File: src/rtl/seq_multiplier_if.sv
// Start/done request bus between a requester and the shift-add multiplier.
// Latency: none (wires only).
// Backpressure: none; the requester watches o_Busy/o_Done instead of a ready.
interface seq_multiplier_if #(
  parameter int A_W = 10,
  parameter int B_W = 5
);
  logic               i_Start;
  logic [A_W-1:0]     i_Multiplicand;
  logic [B_W-1:0]     i_Multiplier;
  logic               o_Busy;
  logic               o_Done;
  logic [A_W+B_W-1:0] o_Product;
  logic               o_Ovf;

  // Requester side: drives the request and operands, observes the result.
  modport master (
    output i_Start, i_Multiplicand, i_Multiplier,
    input  o_Busy, o_Done, o_Product, o_Ovf
  );

  // Multiplier side.
  modport slave (
    input  i_Start, i_Multiplicand, i_Multiplier,
    output o_Busy, o_Done, o_Product, o_Ovf
  );
endinterface

File: src/rtl/seq_multiplier.sv
// Sequential shift-add multiplier, one multiplier bit per clock, unsigned A*B plus overflow flag.
// Latency: start captured at E0, o_Done high in the cycle after E(B_W); one product per B_W+2 cycles.
// Backpressure: none; i_Start is ignored while busy (no restart, no queuing).
module seq_multiplier #(
  parameter int A_W   = 10,
  parameter int B_W   = 5,
  parameter int LIM_W = 13
) (
  input  logic i_Clk,
  input  logic i_Rst,
  seq_multiplier_if.slave bus
);
  localparam int P_W   = A_W + B_W;
  localparam int CNT_W = (B_W > 1) ? $clog2(B_W) : 1;
  // Largest product still inside the legal result domain.
  localparam logic [P_W-1:0] LIMIT = P_W'((64'd1 << LIM_W) - 64'd1);

  typedef enum logic [1:0] {S_IDLE, S_RUN, S_DONE} state_t;

  state_t           r_State;
  state_t           w_Next;
  logic [A_W-1:0]   r_A;
  logic [B_W-1:0]   r_B;
  logic [P_W-1:0]   r_Acc;
  logic [CNT_W-1:0] r_Cnt;
  logic [P_W-1:0]   r_Product;
  logic             r_Ovf;

  logic [P_W-1:0]   w_Addend;
  logic [P_W-1:0]   w_Sum;
  logic             w_Last;

  // Partial product for the current multiplier bit; accumulator is wide enough never to wrap.
  assign w_Addend = r_B[r_Cnt] ? ({{B_W{1'b0}}, r_A} << r_Cnt) : '0;
  assign w_Sum    = r_Acc + w_Addend;
  assign w_Last   = (r_Cnt == CNT_W'(B_W - 1));

  // State register; reset wins over any start in the same cycle.
  always_ff @(posedge i_Clk) begin
    if (i_Rst) r_State <= S_IDLE;
    else       r_State <= w_Next;
  end

  // Next-state: IDLE waits for a start, RUN takes exactly B_W cycles, DONE lasts one cycle.
  always_comb begin
    w_Next = r_State;
    case (r_State)
      S_IDLE:  if (bus.i_Start) w_Next = S_RUN;
      S_RUN:   if (w_Last) w_Next = S_DONE;
      S_DONE:  w_Next = S_IDLE;
      default: w_Next = S_IDLE;
    endcase
  end

  // Datapath: capture operands on accept, iterate in RUN, publish the result on the last iteration.
  always_ff @(posedge i_Clk) begin
    if (i_Rst) begin
      r_A       <= '0;
      r_B       <= '0;
      r_Acc     <= '0;
      r_Cnt     <= '0;
      r_Product <= '0;
      r_Ovf     <= 1'b0;
    end else begin
      case (r_State)
        S_IDLE: begin
          // Previous product/ovf stay visible until the new result overwrites them.
          if (bus.i_Start) begin
            r_A   <= bus.i_Multiplicand;
            r_B   <= bus.i_Multiplier;
            r_Acc <= '0;
            r_Cnt <= '0;
          end
        end
        S_RUN: begin
          r_Acc <= w_Sum;
          r_Cnt <= r_Cnt + CNT_W'(1);
          if (w_Last) begin
            r_Product <= w_Sum;
            r_Ovf     <= (w_Sum > LIMIT);
          end
        end
        default: ;
      endcase
    end
  end

  // Outputs: status decoded from state, result straight from its holding registers.
  always_comb begin
    bus.o_Busy    = (r_State != S_IDLE);
    bus.o_Done    = (r_State == S_DONE);
    bus.o_Product = r_Product;
    bus.o_Ovf     = r_Ovf;
  end
endmodule

File: src/flat_wrapper.sv
// flat-port wrapper written by rule: the top's interface ports become plain ports
module seq_multiplier_flat 
#(
  parameter int A_W   = 10,
  parameter int B_W   = 5,
  parameter int LIM_W = 13
)
  (i_Clk, i_Rst, bus_i_Start, bus_i_Multiplicand, bus_i_Multiplier, bus_o_Busy, bus_o_Done, bus_o_Product, bus_o_Ovf);
  seq_multiplier_if #(.A_W(A_W), .B_W(B_W)) bus_i ();
  input  logic i_Clk;
  input  logic i_Rst;
  input wire logic [$bits(bus_i.i_Start)-1:0] bus_i_Start;
  input wire logic [$bits(bus_i.i_Multiplicand)-1:0] bus_i_Multiplicand;
  input wire logic [$bits(bus_i.i_Multiplier)-1:0] bus_i_Multiplier;
  output wire logic [$bits(bus_i.o_Busy)-1:0] bus_o_Busy;
  output wire logic [$bits(bus_i.o_Done)-1:0] bus_o_Done;
  output wire logic [$bits(bus_i.o_Product)-1:0] bus_o_Product;
  output wire logic [$bits(bus_i.o_Ovf)-1:0] bus_o_Ovf;
  assign bus_i.i_Start = bus_i_Start;
  assign bus_i.i_Multiplicand = bus_i_Multiplicand;
  assign bus_i.i_Multiplier = bus_i_Multiplier;
  assign bus_o_Busy = bus_i.o_Busy;
  assign bus_o_Done = bus_i.o_Done;
  assign bus_o_Product = bus_i.o_Product;
  assign bus_o_Ovf = bus_i.o_Ovf;
  seq_multiplier #(.A_W(A_W), .B_W(B_W), .LIM_W(LIM_W)) u_core (.i_Clk(i_Clk), .i_Rst(i_Rst), .bus(bus_i));
endmodule
File: config.mk
export PLATFORM = sky130hd
export DESIGN_NAME = seq_multiplier_flat
export DESIGN_NICKNAME = d
export VERILOG_FILES = /design/src/rtl/seq_multiplier_if.sv /design/src/rtl/seq_multiplier.sv /design/src/flat_wrapper.sv
export SDC_FILE = /design/constraint.sdc
export NUM_CORES = 1
export LEC_CHECK = 0
export BUFFER_PORTS_ARGS = -buffer_cell sky130_fd_sc_hd__clkbuf_2
export CAP_MARGIN = 20
export CORE_ASPECT_RATIO = 0.6
export CORE_MARGIN = 2
export CORE_UTILIZATION = 50
export DETAILED_ROUTE_END_ITERATION = 7
export PLACE_DENSITY_LB_ADDON = 0.12
export SLEW_MARGIN = 0
export SYNTH_ARGS = -nofsm -noshare
export SYNTH_HDL_FRONTEND = slang
export SYNTH_SLANG_ARGS = --single-unit
File: constraint.sdc
create_clock -name i_Clk -period 3.1 [get_ports i_Clk]
set_input_delay 0.155 -clock i_Clk [delete_from_list [all_inputs] [get_ports i_Clk]]
set_output_delay 0.155 -clock i_Clk [all_outputs]
set_load 0.02 [all_outputs]
==> results.cfg <==
[status]
outcome = finished, violations left
violations = setup timing

[detailed_routing]
m1WireLength_um = 3750
vias_per_cell = 5.50
drt-pass1-iter-count = 4
met2_length_um = 3010
drtIter0Drc = 220
drtAntennaViolNets = 0
wirelength_um = 7300
drc = 0
wire_per_inst_um = 14.5
wl_met3_um = 483
num_vias = 2763
top_layer = met4

[logic_synthesis]
yosys.area_share.xor_xnor_pct = 3.60
synth-seq-cells = 51
synth_top_family_by_area = simple AND/OR/NAND/NOR gates
syn_avg_cell_area_um2 = 7.70
synth_compound_area_share_pct = 18.7
synth_top_area_share_pct = 35.0
syn_area_um2 = 2920
yosysSeqAreaShare_pct = 35.0
ys_top_cells_by_area = dfxtp_1, a21oi_1, nand2_1
postSynthCellCount = 379
synth_adder_area_share_pct = 7.55
synth.area.mux_share_pct = 7.42
yosysUniqueCellTypes = 39
synth_simple_gate_area_share_pct = 23.8
yosysWarnings = 0
syn-num-nets = 414
synth_top_cell_by_area = dfxtp_1

[flow_run]
cap_violations = 0

[global_routing]
grt_max_degree = 52
grt_pass1_wl_um = 12200
grt_use_total_pct = 23.9
grt_remaining_overflow = 0
grt_pass1_vias = 2552
antenna_found_initial = 0

[clock_tree]
cts_made_buffers = 5
cts_num_sinks = 51
clkLatencyLatePin_ns = 0.30
htree_levels = 2
clockRootBuffer = clkbuf_8
clockBufferDepth = 2
tritoncts = yes
cts.clk_slew.worst_paths_ns = 0.09
postCtsHoldBufs = 0

[worst_setup_path]
critPathMaxFanout = 4
cp.arrival_ns = 3.39
critPathTopFamily = simple AND/OR/NAND/NOR gates
cp_slowest_stage_delay_ns = 0.51
criticalPathCategory = flip-flop to flip-flop
critPathRequiredTime_ns = 3.33
crit_buf_inv = 1
startpoint_type = flip-flop
worstSetupEndpointType = flip-flop
path_cells = mux4_2, nand2_2, inv_4, and3_4, ha_4, fa_2, a211oi_2, nor2_1, or4_1, a31oi_2, xnor2_1, nand2_1, a21oi_2
critPathSlowestCell = or4_1

[pwr]
power_mw = 1.28
p_per_area_nw_per_um2 = 365
ir_drop_uv = 211
p_leak_nw = 1.40

[finish]
layout_commonest_cell = nand2_1
antennaDiodeCount = 0
final_cells = 502
layout_common_cells = nand2_1, a21oi_1, dfxtp_1
nNetsFinal = 456
area_growth_syn_to_layout_pct = 19.7
stdcell_area_um2 = 3490
drive_above_1_share_pct = 22.7

[sta]
max_freq_ghz = 0.316
setup_ws_ns = -0.0644
setup_violations = 3
maxSlewViolCount = 0
slew_headroom_pct = 27.1
skew_ns = 0.00489
timing.final.crit_share_pct = 102
fin_crit_ns = 3.16
finalHoldViolCount = 0
tightest_slew_ns = 1.09
grt_setup_unrepaired = yes

[placed_design]
dp_hpwl_um = 5030
io_buffer_count = 35
place_area_um2 = 3270
dp.cells = 489
gp_congestion = 0.884

[floorplanning]
dieHeight_um = 63.2
start_util_pct = 52.1
core_area_um2 = 5600
dieArea_um2 = 6480
io_pins = 36
std_cell_rows = 21
die_w_um = 103

[hold_path]
hp-class = input pin to flip-flop
==> layout make-up <==
cell class	count	area (um^2)
Multi-Input combinational cell	300	1890
Clock buffer	8	100
Sequential cell	51	1020
Fill cell	536	2100
Inverter	6	25.0
Timing Repair Buffer	57	352
Tap cell	80	100
==> Yosys cell counts, drive strengths merged <==
cell,instances
nand3,21
o21ba,1
nor3,7
nand2,80
inv,5
clkinv,1
and3,3
ha,16
o21ai,11
nor2,34
and2,2
mux4,6
a21o,5
fa,1
buf,7
xnor2,8
clkbuf,16
nor4,1
a31oi,6
o32ai,1
o21bai,1
nor2b,4
and4,1
nand4b,1
or3,1
a21oi,63
nand2b,3
xor2,4
mux2,1
o21a,1
or4,1
nand3b,1
nand4,1
mux2i,7
a211oi,6
dfxtp,51
==> final timing paths <==
kind                                              start                      end  slack (ns)  cells past startpoint
worst max-delay path                    u_core.r_Cnt[0]          u_core.r_Acc[8]       -0.06                     13
worst min-delay path              bus_i_Multiplicand[6]            u_core.r_A[6]        0.06                      3
worst max register to register          u_core.r_Cnt[0]          u_core.r_Acc[8]       -0.06                     13
worst min register to register  u_core.bus.o_Product[1]  u_core.bus.o_Product[1]        0.46                      2
==> metal layers <==
layer | up-vias | global-route usage (%)
met5 | - | 0
met4 | 0 | 6.17
met3 | 7 | 4.77
met2 | 75 | 34.3
met1 | 1276 | 36.2
li1 | 1405 | -
==> cells by family (layout without fill, tap and decap cells) <==
kind of cell / after synthesis / count (layout)
mux: 14 / 14
buf+inv: 29 / 71
simple gates: 161 / 161
xor+xnor: 12 / 12
fa+ha+maj: 17 / 17
compound gates: 95 / 96
flops: 51 / 51
==> per-stage QoR <==
stage                     worst slack, ns  setup TNS (ns)  util, %  hold WS, ns
after detailed placement          0.00668               0     58.4        0.385
after CTS                          0.0143               0     60.2       0.0538
final                             -0.0644          -0.119     62.4       0.0610
after global routing               -0.183           -1.09     62.4       0.0674
after global placement             0.0583               0     58.1        0.378
after floorplan                   0.00118               0        -        0.291
==> tightest hold or removal path: cells and delay by family <==
kind                   cells  cell delay, ns
buffers and inverters      1            0.08
AOI/OAI and AO/OA          1            0.05
and+or+nand+nor            1            0.04
==> registers in the layout (all words and copies together), names as in the netlist <==
register and count:
u_core.bus.o_Ovf 1, u_core.bus.o_Product 15, u_core.r_A 10, u_core.r_Acc 15, u_core.r_B 5, u_core.r_Cnt 3, u_core.r_State 2
==> power breakdown <==
part | switching [mW] | internal (mW)
clock network | 0.216 | 0.204
logic | 0.103 | 0.0647
registers | 0.0158 | 0.671
total | 0.336 | 0.940
==> repair_timing <==
item / in CTS / in global routing
setup endpoints to repair: 2 / 12
cloned: 0 / 1
setup buffers: 0 / 4
pin swaps: 3 / 14
resized for setup: 3 / 17
Note: power is estimated with default switching activity, not from simulation.
